## src/rtl/mem_arb_if.sv

```systemverilog
// mem_arb_if: requester and memory-side bundle of mem_arb.
// slave is the arbiter side; master is requesters plus memory.
interface mem_arb_if #(
  parameter int SIZE = 16
);
  logic            f_req;
  logic [SIZE-1:0] f_addr;
  logic            f_ack;
  logic [SIZE-1:0] f_rdata;
  logic            d_req;
  logic            d_we;
  logic            d_bw;
  logic            d_lock;
  logic [SIZE-1:0] d_addr;
  logic [SIZE-1:0] d_wdata;
  logic            d_ack;
  logic [SIZE-1:0] d_rdata;
  logic            x_req;
  logic            x_we;
  logic [SIZE-1:0] x_addr;
  logic [SIZE-1:0] x_wdata;
  logic            x_ack;
  logic [SIZE-1:0] x_rdata;
  logic [SIZE-1:0] MAB_in;
  logic [SIZE-1:0] MDB_in;
  logic            MW;
  logic            BW;
  logic [SIZE-1:0] MDB_out;
  logic            busy;
  logic [1:0]      owner;

  modport slave (
    input  f_req, f_addr,
    input  d_req, d_we, d_bw, d_lock,
    input  d_addr, d_wdata,
    input  x_req, x_we, x_addr, x_wdata,
    input  MDB_out,
    output f_ack, f_rdata,
    output d_ack, d_rdata,
    output x_ack, x_rdata,
    output MAB_in, MDB_in, MW, BW,
    output busy, owner
  );

  modport master (
    output f_req, f_addr,
    output d_req, d_we, d_bw, d_lock,
    output d_addr, d_wdata,
    output x_req, x_we, x_addr, x_wdata,
    output MDB_out,
    input  f_ack, f_rdata,
    input  d_ack, d_rdata,
    input  x_ack, x_rdata,
    input  MAB_in, MDB_in, MW, BW,
    input  busy, owner
  );
endinterface

```

## src/rtl/mem_arb.sv

```systemverilog
// mem_arb: F/D(/X) arbiter and ADDR/DATA sequencer for mem_space.
// Define MEM_ARB_DMA_EN to enable the X (DMA/debug) port.
module mem_arb #(
  parameter int SIZE       = 16,
  parameter int STARVE_MAX = 8
) (
  input logic      clk,
  input logic      rst,
  mem_arb_if.slave bus
);
  typedef enum logic [1:0] {
    IDLE,
    ADDR,
    DATA
  } state_e;

  localparam logic [1:0] OWN_N = 2'd0;
  localparam logic [1:0] OWN_F = 2'd1;
  localparam logic [1:0] OWN_D = 2'd2;
  localparam logic [1:0] OWN_X = 2'd3;
  localparam logic [3:0] SMAX  = 4'(STARVE_MAX);

  state_e          state_q, state_d;
  logic [1:0]      own_q, own_d, win;
  logic [SIZE-1:0] addr_q, addr_d;
  logic [SIZE-1:0] wdata_q, wdata_d;
  logic            we_q, we_d;
  logic            bw_q, bw_d;
  logic            lock_q, lock_d;
  logic            f_ack_q, f_ack_d;
  logic            d_ack_q, d_ack_d;
  logic [SIZE-1:0] f_rdata_q, f_rdata_d;
  logic [SIZE-1:0] d_rdata_q, d_rdata_d;
  logic            excl, arb_en;
  logic            f_c, d_c, x_c;
  logic            x_live, starve;

`ifdef MEM_ARB_DMA_EN
  logic            x_ack_q, x_ack_d;
  logic [SIZE-1:0] x_rdata_q, x_rdata_d;
  logic [3:0]      x_wait_q, x_wait_d;

  assign x_live = bus.x_req;
  assign starve = x_c && (x_wait_q == SMAX);
`else
  logic unused_x;

  assign unused_x = ^{bus.x_req, bus.x_we,
                      bus.x_addr, bus.x_wdata,
                      SMAX};
  assign x_live = 1'b0;
  assign starve = 1'b0;
`endif

  // The owner's req is still up at its own DATA edge
  assign excl   = (state_q == DATA);
  assign arb_en = excl || (state_q == IDLE &&
                  (bus.f_req || bus.d_req || x_live));
  assign f_c = bus.f_req && !lock_q &&
               !(excl && own_q == OWN_F);
  assign d_c = bus.d_req &&
               !(excl && own_q == OWN_D && !lock_q);
  assign x_c = x_live && !(excl && own_q == OWN_X);

  always_comb begin
    win = OWN_N;
    if (lock_q) begin
      if (d_c) win = OWN_D;
    end else if (starve) begin
      win = OWN_X;
    end else if (d_c) begin
      win = OWN_D;
    end else if (f_c) begin
      win = OWN_F;
    end else if (x_c) begin
      win = OWN_X;
    end
  end

  always_comb begin
    state_d   = state_q;
    own_d     = own_q;
    addr_d    = addr_q;
    wdata_d   = wdata_q;
    we_d      = we_q;
    bw_d      = bw_q;
    lock_d    = lock_q;
    f_ack_d   = 1'b0;
    d_ack_d   = 1'b0;
    f_rdata_d = f_rdata_q;
    d_rdata_d = d_rdata_q;
    unique case (state_q)
      ADDR: state_d = DATA;
      DATA: begin
        unique case (own_q)
          OWN_F: begin
            f_ack_d   = 1'b1;
            f_rdata_d = bus.MDB_out;
          end
          OWN_D: begin
            d_ack_d   = 1'b1;
            d_rdata_d = bus.MDB_out;
          end
          default: ;
        endcase
      end
      default: ;
    endcase
    if (arb_en) begin
      state_d = (win == OWN_N) ? IDLE : ADDR;
      own_d   = win;
      lock_d  = bus.d_lock &&
                (lock_q || win == OWN_D);
      unique case (win)
        OWN_F: begin
          addr_d  = bus.f_addr;
          wdata_d = '0;
          we_d    = 1'b0;
          bw_d    = 1'b0;
        end
        OWN_D: begin
          addr_d  = bus.d_addr;
          wdata_d = bus.d_wdata;
          we_d    = bus.d_we;
          bw_d    = bus.d_bw;
        end
`ifdef MEM_ARB_DMA_EN
        OWN_X: begin
          addr_d  = bus.x_addr;
          wdata_d = bus.x_wdata;
          we_d    = bus.x_we;
          bw_d    = 1'b0;
        end
`endif
        default: ;
      endcase
    end
  end

  always_ff @(posedge clk or negedge rst) begin
    if (!rst) begin
      state_q   <= IDLE;
      own_q     <= OWN_N;
      addr_q    <= '0;
      wdata_q   <= '0;
      we_q      <= 1'b0;
      bw_q      <= 1'b0;
      lock_q    <= 1'b0;
      f_ack_q   <= 1'b0;
      d_ack_q   <= 1'b0;
      f_rdata_q <= '0;
      d_rdata_q <= '0;
    end else begin
      state_q   <= state_d;
      own_q     <= own_d;
      addr_q    <= addr_d;
      wdata_q   <= wdata_d;
      we_q      <= we_d;
      bw_q      <= bw_d;
      lock_q    <= lock_d;
      f_ack_q   <= f_ack_d;
      d_ack_q   <= d_ack_d;
      f_rdata_q <= f_rdata_d;
      d_rdata_q <= d_rdata_d;
    end
  end

`ifdef MEM_ARB_DMA_EN
  always_comb begin
    x_wait_d  = x_wait_q;
    x_ack_d   = excl && own_q == OWN_X;
    x_rdata_d = x_ack_d ? bus.MDB_out : x_rdata_q;
    if (arb_en && win == OWN_X) begin
      x_wait_d = '0;
    end else if (arb_en && x_c &&
                 x_wait_q != SMAX) begin
      x_wait_d = x_wait_q + 4'd1;
    end
  end

  always_ff @(posedge clk or negedge rst) begin
    if (!rst) begin
      x_wait_q  <= '0;
      x_ack_q   <= 1'b0;
      x_rdata_q <= '0;
    end else begin
      x_wait_q  <= x_wait_d;
      x_ack_q   <= x_ack_d;
      x_rdata_q <= x_rdata_d;
    end
  end

  assign bus.x_ack   = x_ack_q;
  assign bus.x_rdata = x_rdata_q;
`else
  assign bus.x_ack   = 1'b0;
  assign bus.x_rdata = '0;
`endif

  assign bus.busy    = (state_q != IDLE);
  assign bus.owner   = own_q;
  assign bus.MAB_in  = bus.busy ? addr_q : '0;
  assign bus.MDB_in  = bus.busy ? wdata_q : '0;
  assign bus.BW      = bus.busy && bw_q;
  assign bus.MW      = (state_q == ADDR) && we_q;
  assign bus.f_ack   = f_ack_q;
  assign bus.f_rdata = f_rdata_q;
  assign bus.d_ack   = d_ack_q;
  assign bus.d_rdata = d_rdata_q;
endmodule

```

## src/flat_wrapper.sv

```systemverilog
// flat-port wrapper written by rule: the top's interface ports become plain ports
module mem_arb_flat 
#(
  parameter int SIZE       = 16,
  parameter int STARVE_MAX = 8
)
  (clk, rst, bus_f_req, bus_f_addr, bus_d_req, bus_d_we, bus_d_bw, bus_d_lock, bus_d_addr, bus_d_wdata, bus_x_req, bus_x_we, bus_x_addr, bus_x_wdata, bus_MDB_out, bus_f_ack, bus_f_rdata, bus_d_ack, bus_d_rdata, bus_x_ack, bus_x_rdata, bus_MAB_in, bus_MDB_in, bus_MW, bus_BW, bus_busy, bus_owner);
  mem_arb_if #(.SIZE(SIZE)) bus_i ();
  input logic clk;
  input logic rst;
  input wire logic [$bits(bus_i.f_req)-1:0] bus_f_req;
  input wire logic [$bits(bus_i.f_addr)-1:0] bus_f_addr;
  input wire logic [$bits(bus_i.d_req)-1:0] bus_d_req;
  input wire logic [$bits(bus_i.d_we)-1:0] bus_d_we;
  input wire logic [$bits(bus_i.d_bw)-1:0] bus_d_bw;
  input wire logic [$bits(bus_i.d_lock)-1:0] bus_d_lock;
  input wire logic [$bits(bus_i.d_addr)-1:0] bus_d_addr;
  input wire logic [$bits(bus_i.d_wdata)-1:0] bus_d_wdata;
  input wire logic [$bits(bus_i.x_req)-1:0] bus_x_req;
  input wire logic [$bits(bus_i.x_we)-1:0] bus_x_we;
  input wire logic [$bits(bus_i.x_addr)-1:0] bus_x_addr;
  input wire logic [$bits(bus_i.x_wdata)-1:0] bus_x_wdata;
  input wire logic [$bits(bus_i.MDB_out)-1:0] bus_MDB_out;
  output wire logic [$bits(bus_i.f_ack)-1:0] bus_f_ack;
  output wire logic [$bits(bus_i.f_rdata)-1:0] bus_f_rdata;
  output wire logic [$bits(bus_i.d_ack)-1:0] bus_d_ack;
  output wire logic [$bits(bus_i.d_rdata)-1:0] bus_d_rdata;
  output wire logic [$bits(bus_i.x_ack)-1:0] bus_x_ack;
  output wire logic [$bits(bus_i.x_rdata)-1:0] bus_x_rdata;
  output wire logic [$bits(bus_i.MAB_in)-1:0] bus_MAB_in;
  output wire logic [$bits(bus_i.MDB_in)-1:0] bus_MDB_in;
  output wire logic [$bits(bus_i.MW)-1:0] bus_MW;
  output wire logic [$bits(bus_i.BW)-1:0] bus_BW;
  output wire logic [$bits(bus_i.busy)-1:0] bus_busy;
  output wire logic [$bits(bus_i.owner)-1:0] bus_owner;
  assign bus_i.f_req = bus_f_req;
  assign bus_i.f_addr = bus_f_addr;
  assign bus_i.d_req = bus_d_req;
  assign bus_i.d_we = bus_d_we;
  assign bus_i.d_bw = bus_d_bw;
  assign bus_i.d_lock = bus_d_lock;
  assign bus_i.d_addr = bus_d_addr;
  assign bus_i.d_wdata = bus_d_wdata;
  assign bus_i.x_req = bus_x_req;
  assign bus_i.x_we = bus_x_we;
  assign bus_i.x_addr = bus_x_addr;
  assign bus_i.x_wdata = bus_x_wdata;
  assign bus_i.MDB_out = bus_MDB_out;
  assign bus_f_ack = bus_i.f_ack;
  assign bus_f_rdata = bus_i.f_rdata;
  assign bus_d_ack = bus_i.d_ack;
  assign bus_d_rdata = bus_i.d_rdata;
  assign bus_x_ack = bus_i.x_ack;
  assign bus_x_rdata = bus_i.x_rdata;
  assign bus_MAB_in = bus_i.MAB_in;
  assign bus_MDB_in = bus_i.MDB_in;
  assign bus_MW = bus_i.MW;
  assign bus_BW = bus_i.BW;
  assign bus_busy = bus_i.busy;
  assign bus_owner = bus_i.owner;
  mem_arb #(.SIZE(SIZE), .STARVE_MAX(STARVE_MAX)) u_core (.clk(clk), .rst(rst), .bus(bus_i));
endmodule
```

## config.mk

```make
export PLATFORM = sky130hd
export DESIGN_NAME = mem_arb_flat
export DESIGN_NICKNAME = d
export VERILOG_FILES = /design/src/rtl/mem_arb_if.sv /design/src/rtl/mem_arb.sv /design/src/flat_wrapper.sv
export SDC_FILE = /design/constraint.sdc
export NUM_CORES = 1
export LEC_CHECK = 0
export ABC_AREA = 1
export BUFFER_PORTS_ARGS = -buffer_cell sky130_fd_sc_hd__buf_2
export CORE_UTILIZATION = 40
export DETAILED_ROUTE_END_ITERATION = 8
export PLACE_DENSITY = 0.84
export REMOVE_ABC_BUFFERS = 1
export SLEW_MARGIN = 20
export SYNTH_ARGS = -nofsm -noshare
export SYNTH_HDL_FRONTEND = slang
export SYNTH_SLANG_ARGS = --single-unit
```

## constraint.sdc

```tcl
create_clock -name clk -period 1.7 [get_ports clk]
set_input_delay 0.085 -clock clk [delete_from_list [all_inputs] [get_ports clk]]
set_output_delay 0.085 -clock clk [all_outputs]
set_load 0.02 [all_outputs]
```

==> reports/qor.csv, run 1 <==
stage;metric;value;unit
clocking;CTS Buffer Depth;2;
timing;Setup WS post-layout;-0.0397;ns
cells_and_area;fin util;0.640;
global_routing;global route overflow;0;
global_routing;antenna violations before repair;0;
cells_and_area;share of cells above drive strength 1;0.400;
setup_path;Req. time, crit path;1.96;ns
setup_path;CP Class;reg -> reg;
detailed_routing;DR pass1 iterations;4;
pwr;maximum vdd drop;0.845;mV
timing;hold violation total from the final report;0;
cells_and_area;FILL cells;649;
placed_design;Routability Congestion;0.775;
cells_and_area;Multi-input gate area;0.00139;mm^2
timing;slew margin rel.;0.651;
timing;Final period util;1.02;
clocking;clk_lat worst skew;0.34;ns
clocking;htree depth;3;
timing;Max Slew Vio Count;0;
timing;Worst Skew;0.0111;ns
placed_design;post-DP HPWL;5420;um
die;die area;0.00906;mm^2
timing;Final setup violation count;18;
clocking;TritonCTS Buffers;9;
die;Horiz. Die Dim;95.2;um
global_routing;vias in the first global route;2989;
cells_and_area;n_diodes;0;
timing;Final TNS setup;-0.263;ns
clocking;Clock Sinks;73;
detailed_routing;Starting DRT DRC Count;115;
die;die height;95.2;um
global_routing;GR Util All Layers;0.188;
run_status;status;finished with violations;
synthesis;Synth warnings;0;
setup_path;startpoint types;flop;
synthesis;Cell Area, Synth;0.00347;mm^2
setup_path;crit path DAT;2.00;ns
cells_and_area;synthesis-to-layout area growth;52.9;%
cells_and_area;Final Cell Area;0.00531;mm^2
clocking;CTS clk-pin slew, worst paths;0.08;ns
placed_design;DP Worst Slack;-0.0778;ns
detailed_routing;drt via density;4.60;
placed_design;Placed Area;0.00429;mm^2
run_status;failing checks;setup timing;
die;Initial Util;0.419;
synthesis;Mean Syn Cell Area;8.02;um^2
timing;RSZ-0062 raised after global routing;yes;
global_routing;largest net degree at the start of global routing;43;
detailed_routing;DRT antenna net count;0;
synthesis;register area share after synthesis;0.526;
placed_design;IO Port Bufs;141;
min_path;Worst Hold Class;in -> reg;
setup_path;CP Max Fanout;13;
pwr;LEAKAGE;2.88;nW
die;CORE AREA;0.00830;mm^2
synthesis;Post-Syn Instances;433;
timing;Worst Tran Pin Value;0.521;ns
flow_run;Max Cap Violations;0;
clocking;Root Buffer;clkbuf_8;
synthesis;Distinct cells, synth;22;
pwr;Tot Pwr;9.68;mW
synthesis;synthesized flop and latch total;73;
pwr;PD cells;1820;mW/mm^2
global_routing;first-pass GRT wire length;13200;um
die;row count;33;
clocking;CTS tree;done;
timing;Final min period;1.74;ns
detailed_routing;detailed-route DRC error count;0;
cells_and_area;final-stage net count;732;
cells_and_area;Storage cell area;0.00183;mm^2
detailed_routing;total wire length;9460;um
timing;Fmax achieved;0.575;GHz
setup_path;Critical Path Sink Type;flop;
detailed_routing;via count;3380;
die;Ports;193;
detailed_routing;Routed WL per cell;12.9;um
cell families (layout without fill, tap and decap cells):
| logic type | after synthesis | after routing | synth area share |
|---|---|---|---|
| AOI/OAI and AO/OA | 86 | 86 | 0.135 |
| other | 1 | 17 | 0.00108 |
| adders and majority gates | 2 | 2 | 0.00720 |
| DFF | 73 | 73 | 0.526 |
| and+or+nand+nor | 156 | 156 | 0.177 |
| buffers and inverters | 115 | 296 | 0.154 |
area by class of cell:
cell class	count	share of cell area
tap	105	0.0247
inverter	76	0.0565
sequential	73	0.344
clock inverter	6	0.0127
timing repair buffer	204	0.277
clock buffer	10	0.0240
multi-input combinational	261	0.261
cell usage in the layout, fill, tap and decap left out, types with 2 or more instances in the layout:
| master | instances |
|---|---|
| buf_2 | 140 |
| nand2_1 | 84 |
| dfrtp_1 | 73 |
| inv_1 | 70 |
| o21ai_1 | 44 |
| nor2_1 | 35 |
| dlygate4sd3_1 | 33 |
| nand2_2 | 23 |
| o21ai_2 | 21 |
| o21ai_0 | 18 |
| conb_1 | 17 |
| buf_4 | 14 |
| clkbuf_8 | 9 |
| nand2_4 | 6 |
| clkbuf_16 | 5 |
| inv_2 | 4 |
| nor2_4 | 4 |
| buf_6 | 4 |
| buf_12 | 4 |
| nand3_1 | 2 |
| o21ai_4 | 2 |
| ha_4 | 2 |
| clkinvlp_4 | 2 |
| buf_16 | 2 |
| buf_8 | 2 |
per-stage QoR:
step,hold slack (ns),cells
global placement,0.0472,673
floorplan,-0.211,410
global route,0.00137,735
detailed placement,0.0528,673
CTS,0.00439,725
finish,0.0242,735
cells in the mapped netlist, drive strengths merged:
master    n  area, um^2
nand2   114         443
clkbuf   11        42.5
conb      1        3.75
o21ai    85         463
a21oi     1        5.00
inv      76         288
nor2     39         156
dfrtp    73        1830
nand3     3        15.0
buf      28         206
ha        2        25.0
registers in the layout (all words and copies together) (netlist names):
signal	flops
u_core.addr_q	16
u_core.bus.d_rdata	16
u_core.bus.f_rdata	16
u_core.wdata_q	16
u_core.bus.owner	2
u_core.state_q	2
u_core.bus.d_ack	1
u_core.bus.f_ack	1
u_core.bw_q	1
u_core.lock_q	1
u_core.we_q	1
repair_timing:
action,4_1_cts,5_1_grt
endpoints found under the setup margin,34,34
hold buffers,33,0
cloned,2,6
gates resized for setup,20,71
setup buffers,1,4
pin swaps,3,14
hold endpoints to repair,65,0
layer usage:
layer  track usage  vias to the layer above  wire length, um
met3        0.0494                        7              541
met1         0.216                     1578             3950
met5             0                        -                0
met4        0.0480                        0              108
li1              -                     1663                -
met2         0.342                      132             4860
power breakdown:
group / leakage [nW] / internal, mW / switching, mW / total, mW
clock network: 0.0929 / 0.683 / 0.656 / 1.34
logic: 1.88 / 2.11 / 3.25 / 5.37
registers: 0.908 / 2.56 / 0.412 / 2.97
total: 2.88 / 5.35 / 4.32 / 9.68
final timing paths:
| path | start | endpoint | slack (ns) | cells past startpoint |
|---|---|---|---|---|
| max in group asynchronous | rst | u_core.addr_q[7]$_DFFE_PN0P_ | 0.90 | 3 |
| min in group asynchronous | rst | u_core.bus.owner[1]$_DFFE_PN0P_ | 0.24 | 2 |
| hold / removal | bus_d_lock | u_core.lock_q$_DFFE_PN0P_ | 0.02 | 3 |
| setup reg to reg | u_core.state_q[0]$_DFFE_PN0P_ | u_core.addr_q[5]$_DFFE_PN0P_ | -0.04 | 12 |
| setup / recovery | u_core.state_q[0]$_DFFE_PN0P_ | u_core.addr_q[5]$_DFFE_PN0P_ | -0.04 | 12 |
| hold reg to reg | u_core.bus.d_rdata[15]$_DFFE_PN0N_ | u_core.bus.d_rdata[15]$_DFFE_PN0N_ | 0.49 | 2 |
worst max-delay path: stages, from the launching register on:
cell and delay, ns:
dfrtp_1 0.40, inv_2 0.09, nand2_4 0.06, inv_2 0.06
nand3_2 0.11, nand2_4 0.12, buf_6 0.11, inv_4 0.03
ha_4 0.21, buf_16 0.18, o21ai_2 0.16, nand2_2 0.08
o21ai_2 0.05
(Power assumes the default switching activity.)
==> run 2, diff against run 1 <==
--- a/config.mk
+++ b/config.mk
@@ -5,7 +5,7 @@
 export SDC_FILE = /design/constraint.sdc
 export NUM_CORES = 1
 export LEC_CHECK = 0
-export ABC_AREA = 1
+export ABC_AREA = 0
 export BUFFER_PORTS_ARGS = -buffer_cell sky130_fd_sc_hd__buf_2
 export CORE_UTILIZATION = 40
 export DETAILED_ROUTE_END_ITERATION = 8
==> run 2 against run 1 <==
  * The run still ends with setup timing left
  * First-iteration DRC count shrank 23%
  * Power grew 2.1%
  * Cell area grew 0.40%
  * Clock skew shrank 0.0020 ns
  * Area after synthesis grew 0.22%
  * Combinational power grew 0.7%
  * Count of clock-buffer cells in the layout is the same
  * Non-clock buffer count grew 9
  * Critical path type unchanged
  * Largest cell class unchanged
  * Highest routed layer unchanged
==> reports/qor.csv, run 2 <==
stage;metric;value;unit
setup_path;Critical Path Sink Type;flop;
synthesis;Mean Syn Cell Area;11.0;um^2
setup_path;Req. time, crit path;1.92;ns
global_routing;GR Util All Layers;0.199;
cells_and_area;most common cell after layout, fill and taps aside;buf_2;
placed_design;IO Port Bufs;141;
cells_and_area;most frequent cells in the layout;buf_2, dfrtp_1, nand2_1;
pwr;LEAKAGE;2.77;nW
cells_and_area;n_diodes;0;
die;CORE AREA;0.00834;mm^2
synthesis;cell with the most instances after synthesis;dfrtp_1;
cells_and_area;final-stage net count;629;
synthesis;main flop type after synthesis;dfrtp_1;
die;Initial Util;0.417;
placed_design;DP Worst Slack;-0.639;ns
clocking;CTS clk-pin slew, worst paths;0.08;ns
timing;Worst Skew;0.00913;ns
synthesis;Post-Synth Adder-Cell Area;0.00719;
cells_and_area;synthesis-to-layout area growth;53.2;%
clocking;clk_lat worst skew;0.34;ns
synthesis;register area share after synthesis;0.525;
setup_path;crit path DAT;2.56;ns
synthesis;Cell Area, Synth;0.00348;mm^2
run_status;status;finished with violations;
clocking;TritonCTS Buffers;9;
pwr;maximum vdd drop;0.870;mV
timing;Final setup violation count;68;
die;Ports;193;
die;row count;33;
detailed_routing;DR pass1 iterations;4;
synthesis;Synth async-reset ratio;1.00;
timing;Fmax achieved;0.427;GHz
timing;hold violation total from the final report;0;
global_routing;largest net degree at the start of global routing;38;
setup_path;CP Max Fanout;7;
synthesis;xor and xnor area share after synthesis;0;
synthesis;mux cell area share after synthesis;0.220;
detailed_routing;Routed WL per cell;14.8;um
run_status;failing checks;setup timing;
detailed_routing;drt via density;4.62;
cells_and_area;final non-filler cell total;632;
global_routing;vias in the first global route;2863;
cells_and_area;Final Cell Area;0.00534;mm^2
synthesis;post-synthesis compound-gate area fraction;0.0176;
timing;Final min period;2.34;ns
setup_path;startpoint types;flop;
synthesis;Post-Syn Instances;317;
pwr;PD cells;1850;mW/mm^2
clocking;Root Buffer;clkbuf_8;
placed_design;Routability Congestion;0.838;
global_routing;global route overflow;0;
flow_run;Max Cap Violations;0;
detailed_routing;via count;2920;
placed_design;DP Cell Count;563;
min_path;Worst Hold Class;in -> reg;
detailed_routing;DRT antenna net count;0;
die;die height;95.3;um
detailed_routing;Starting DRT DRC Count;88;
cells_and_area;share of cells above drive strength 1;0.476;
synthesis;largest cells by area after synthesis;dfrtp_1, mux2_2, nand2_1;
pwr;Tot Pwr;9.88;mW
die;die area;0.00908;mm^2
synthesis;area share of and/or/nand/nor cells after synthesis;0.137;
clocking;Clock Sinks;73;
synthesis;synthesized flop and latch total;73;
setup_path;CP Class;reg -> reg;
synthesis;number of enable flip-flop cells after synthesis;0;
global_routing;antenna violations before repair;0;
die;Horiz. Die Dim;95.3;um
timing;Max Slew Vio Count;0;
clocking;htree depth;3;
synthesis;largest family of logic cells by synthesized area;multiplexers;
detailed_routing;total wire length;9360;um
placed_design;post-DP HPWL;5640;um
placed_design;Placed Area;0.00435;mm^2
timing;RSZ-0062 raised after global routing;yes;
timing;Final period util;1.38;
clocking;CTS Buffer Depth;2;
clocking;CTS tree;done;
synthesis;Distinct cells, synth;27;
timing;Setup WS post-layout;-0.642;ns
detailed_routing;detailed-route DRC error count;0;
synthesis;top cells by count, synth;dfrtp_1, nand2_1, mux2_2;
synthesis;post-synth top area cell;dfrtp_1;
global_routing;first-pass GRT wire length;13700;um
synthesis;post-synth top area share;0.525;
synthesis;Synth warnings;0;
[run 2: cell count changes in the layout (fill, tap and decap cells not counted), moves of 18 or more]
cell     before  now
buf_2       140  122
buf_4        14   37
inv_1        70   22
mux2_2        0   32
mux2i_1       0   18
nand2_1      84   66
nand2_2      23    0
o21ai_1      44    0
o21ai_2      21    0
[run 2: layout make-up]
type,count,area [um^2]
Tap cell,105,131
Multi-Input combinational cell,202,1450
Clock buffer,10,138
Sequential cell,73,1830
Clock inverter,6,91.3
Timing Repair Buffer,213,1610
Fill cell,673,3010
Inverter,23,86.3
[run 2: what timing repair did]
action                                 CTS  global route
hold buffers                            34             0
gates cloned                             3             5
resized for setup                       12            27
setup buffers                            7             4
setup endpoints to repair               34            68
endpoints found under the hold margin   85             0
pin swaps                                4             2
[run 2: worst paths after layout]
check                                                        from                                end  slack [ns]  depth (start not counted)
worst max-delay path                u_core.state_q[1]$_DFFE_PN0P_       u_core.addr_q[2]$_DFFE_PN0P_       -0.64                          7
worst min-delay path                              bus_d_wdata[10]     u_core.wdata_q[10]$_DFFE_PN0P_        0.02                          3
worst max register to register      u_core.state_q[1]$_DFFE_PN0P_       u_core.addr_q[2]$_DFFE_PN0P_       -0.64                          7
worst min register to register  u_core.bus.d_rdata[4]$_DFFE_PN0N_  u_core.bus.d_rdata[4]$_DFFE_PN0N_        0.47                          2
max in group asynchronous                                     rst    u_core.bus.owner[1]$_DFFE_PN0P_        0.82                          3
min in group asynchronous                                     rst  u_core.bus.d_rdata[4]$_DFFE_PN0N_        0.28                          2
[run 2: kinds of logic (layout without fill, tap and decap cells)]
logic type | count (synthesis) | count (layout)
AO/OA/AOI/OAI | 8 | 8
adder cells (fa/ha/maj) | 2 | 2
buffers and inverters | 58 | 252
flip-flops | 73 | 73
multiplexers | 66 | 66
other | 1 | 17
AND/OR/NAND/NOR | 109 | 109
[run 2: power by group]
| part | internal (mW) | switching, mW | leakage, nW |
|---|---|---|---|
| Sequential | 2.52 | 0.408 | 0.904 |
| Combinational | 2.64 | 2.77 | 1.75 |
| Clock | 0.872 | 0.667 | 0.116 |
| Total | 6.04 | 3.85 | 2.77 |
[run 2: layer usage]
metal | track usage | vias to the layer above | part of all wire
met2 | 0.350 | 96 | 0.53
met5 | 0 | - | 0
met1 | 0.237 | 1419 | 0.42
li1 | - | 1391 | -
met4 | 0.0568 | 0 | 0.011
met3 | 0.0550 | 14 | 0.044
[run 2: critical path, stage by stage (launching register included)]
cell,delay [ns]
dfrtp_2,0.45
and4bb_1,0.23
a2111o_1,0.43
ha_1,0.30
nor3b_4,0.18
buf_6,0.18
buf_12,0.15
mux2_4,0.30
[run 2: metrics by stage]
stage	util	setup TNS, ns	hold WS, ns
floorplan	-	-158.63	-0.211
global placement	0.521	-16.15	0.0767
detailed placement	0.521	-18.94	0.0833
CTS	0.613	-21.88	0.000642
global route	0.640	-33.91	0.0212
finish	0.640	-29.61	0.0209
==> run 3, diff against run 2 <==
--- a/config.mk
+++ b/config.mk
@@ -5,8 +5,8 @@
 export SDC_FILE = /design/constraint.sdc
 export NUM_CORES = 1
 export LEC_CHECK = 0
-export ABC_AREA = 0
-export BUFFER_PORTS_ARGS = -buffer_cell sky130_fd_sc_hd__buf_2
+export ABC_AREA = 1
+export BUFFER_PORTS_ARGS = -buffer_cell sky130_fd_sc_hd__buf_4
 export CORE_UTILIZATION = 40
 export DETAILED_ROUTE_END_ITERATION = 8
 export PLACE_DENSITY = 0.84
==> run 3 against run 2 <==
  * Power is 5.4% higher
  * Clock power is 5% higher
  * First-iteration DRC count is 36% lower
  * Cell area is 3.4% higher
  * Wire length is 2.1% lower
  * Largest power group unchanged
  * Largest cell class unchanged
  * Count of clock-buffer cells in the layout stayed put
  * Critical endpoint is now u_core.addr_q[6]$_DFFE_PN0P_
  * Cell count is 13% higher
  * Highest routed layer unchanged
  * Fmax is 39% higher
  * Worst setup slack better by 0.66 ns
  * The flow now finishes without violations
  * Critical path depth is 5 higher
  * Die area is 0.21% lower
==> reports/qor.csv, run 3 (same netlist as run 1, synthesis figures left out) <==
stage;metric;value;unit
die;die height;95.2;um
cells_and_area;n_diodes;0;
pwr;Comb pwr share;0.557;
setup_path;CP Max Fanout;7;
placed_design;Routability Congestion;0.769;
timing;hold violation total from the final report;0;
timing;Final setup violation count;0;
clocking;CTS Buffer Depth;2;
setup_path;R2R depth;12;
timing;Final period util;0.988;
die;Ports;193;
timing;slew margin rel.;0.650;
detailed_routing;wire length on met2;4570;um
detailed_routing;total wire length;9160;um
cells_and_area;Storage cell area;0.00183;mm^2
pwr;clock power share;0.156;
detailed_routing;Starting DRT DRC Count;56;
cells_and_area;FILL cells;630;
setup_path;Req. time, crit path;1.96;ns
clocking;TritonCTS Buffers;9;
pwr;internal power;6.11;mW
cells_and_area;share of cells above drive strength 1;0.412;
timing;Worst Skew;0.0105;ns
timing;Setup WS post-layout;0.0200;ns
detailed_routing;DR pass1 iterations;4;
timing;Final TNS setup;0;ns
clocking;CTS tree;done;
global_routing;GR Util All Layers;0.182;
setup_path;Crit Reg-Reg Endpoint;u_core.addr_q[6]$_DFFE_PN0P_;
clocking;CTS clk-pin slew, worst paths;0.08;ns
die;die area;0.00906;mm^2
global_routing;antenna violations before repair;0;
cells_and_area;fin util;0.665;
cells_and_area;Multi-input gate area;0.00139;mm^2
detailed_routing;met3 routed WL;561;um
clocking;htree depth;3;
cells_and_area;most common cell after layout, fill and taps aside;buf_4;
pwr;maximum vdd drop;0.926;mV
placed_design;DP Cell Count;671;
pwr;sequential share of power;0.288;
pwr;Switching Share;0.414;
setup_path;CP Class;reg -> reg;
cells_and_area;synthesis-to-layout area growth;58.8;%
global_routing;first-pass GRT wire length;13000;um
pwr;PD cells;1890;mW/mm^2
cells_and_area;most frequent cells in the layout;buf_4, nand2_1, dfrtp_1;
setup_path;crit path cell chain;inv_2, nand2_4, buf_6, nor2_4, nor2_4, nand2_4, ha_4, clkbuf_16, nand2_4, o21ai_2, nand2_1, o21ai_2;
timing;Max Slew Vio Count;0;
min_path;Hold EP;u_core.bw_q$_DFFE_PN0P_;
setup_path;Crit-path slowest cell;dfrtp_1;
die;Horiz. Die Dim;95.2;um
timing;Fmax achieved;0.595;GHz
die;row count;33;
min_path;Hold Path Cell Cnt;3;
placed_design;post-DP HPWL;5590;um
min_path;hold_sp;bus_d_bw;
setup_path;crit path DAT;1.94;ns
detailed_routing;Top Metal Used;met4;
detailed_routing;met1 WL;3920;um
global_routing;largest net degree at the start of global routing;43;
detailed_routing;via count;3322;
timing;Final min period;1.68;ns
clocking;Root Buffer;clkbuf_8;
detailed_routing;Routed WL per cell;12.9;um
detailed_routing;detailed-route DRC error count;0;
setup_path;Max stage delay on crit path;0.39;ns
min_path;Worst Hold Class;in -> reg;
setup_path;Reg-to-Reg Start;u_core.state_q[0]$_DFFE_PN0P_;
global_routing;global route overflow;0;
setup_path;startpoint types;flop;
cells_and_area;final-stage net count;710;
timing;Worst Tran Pin Value;0.524;ns
global_routing;vias in the first global route;2994;
clocking;clk_lat worst skew;0.33;ns
detailed_routing;drt via density;4.67;
placed_design;IO Port Bufs;141;
clocking;Clock Sinks;73;
timing;RSZ-0062 raised after global routing;yes;
detailed_routing;DRT antenna net count;0;
setup_path;cell repeated most along the worst path;nand2_4;
pwr;Switch Pwr;4.31;mW
run_status;status;finished, final reports clean;
setup_path;CP startpoint;u_core.state_q[0]$_DFFE_PN0P_;
cells_and_area;final non-filler cell total;712;
die;CORE AREA;0.00830;mm^2
die;Initial Util;0.419;
placed_design;DP Worst Slack;-0.0917;ns
setup_path;Critical Path Sink Type;flop;
flow_run;Max Cap Violations;0;
setup_path;Reg2Reg Setup Slack;0.02;ns
pwr;LEAKAGE;2.93;nW
==> run 3: through the flow <==
stage	instance area, um^2	hold WS (ns)	power [mW]
final	5520	0.0185	10.4
after global routing	5520	0.00424	11.1
after CTS	5150	0.000786	9.84
after detailed placement	4640	0.0523	7.91
after global placement	4640	0.0506	7.75
after floorplan	3290	-0.211	5.69
==> run 3: critical path: cells and delay by family, from the launching register on <==
kind                     cells  cell delay (ns)
flip-flops                   1             0.39
adder cells (fa/ha/maj)      1             0.27
AND/OR/NAND/NOR              6             0.42
buffers and inverters        3             0.40
AO/OA/AOI/OAI                2             0.12
==> run 3: worst max path at each step <==
stage / to / slack, ns / depth (start not counted)
5_1_grt: u_core.addr_q[14]$_DFFE_PN0P_ / -0.07 / 12
2_1_floorplan: u_core.addr_q[10]$_DFFE_PN0P_ / -0.53 / 10
3_5_place_dp: u_core.wdata_q[11]$_DFFE_PN0P_ / -0.09 / 9
3_3_place_gp: u_core.addr_q[8]$_DFFE_PN0P_ / -0.03 / 10
4_1_cts: u_core.addr_q[11]$_DFFE_PN0P_ / 0.004 / 12
6_report: u_core.addr_q[6]$_DFFE_PN0P_ / 0.02 / 12
==> run 3: repair_timing <==
action | in CTS | in global routing
resized for setup | 14 | 74
buffers inserted | 2 | 1
endpoints found under the setup margin | 37 | 34
gates cloned | 2 | 7
hold buffers | 14 | 0
pin swaps | 2 | 22
hold endpoints to repair | 44 | 0
==> run 3: cell type report <==
cell class	count	area share
Sequential cell	73	0.331
Timing Repair Buffer	182	0.294
Multi-Input combinational cell	261	0.253
Inverter	76	0.0544
Clock buffer	10	0.0249
Tap cell	105	0.0238
Clock inverter	5	0.0188
==> run 3: metal layers <==
metal,GRT usage,vias up
li1,-,1622
met2,0.320,127
met1,0.218,1562
met5,0,-
met3,0.0447,11
met4,0.0593,0
==> run 3: power by group through the flow <==
stage                     clock (mW)  sequential [mW]  combinational [mW]
after detailed placement           0             2.98                4.93
final                           1.62             2.99                5.80
after global routing            1.73             3.06                6.27
after global placement             0             2.95                4.80
after floorplan                    0             3.46                2.23
after CTS                       1.66             2.96                5.23
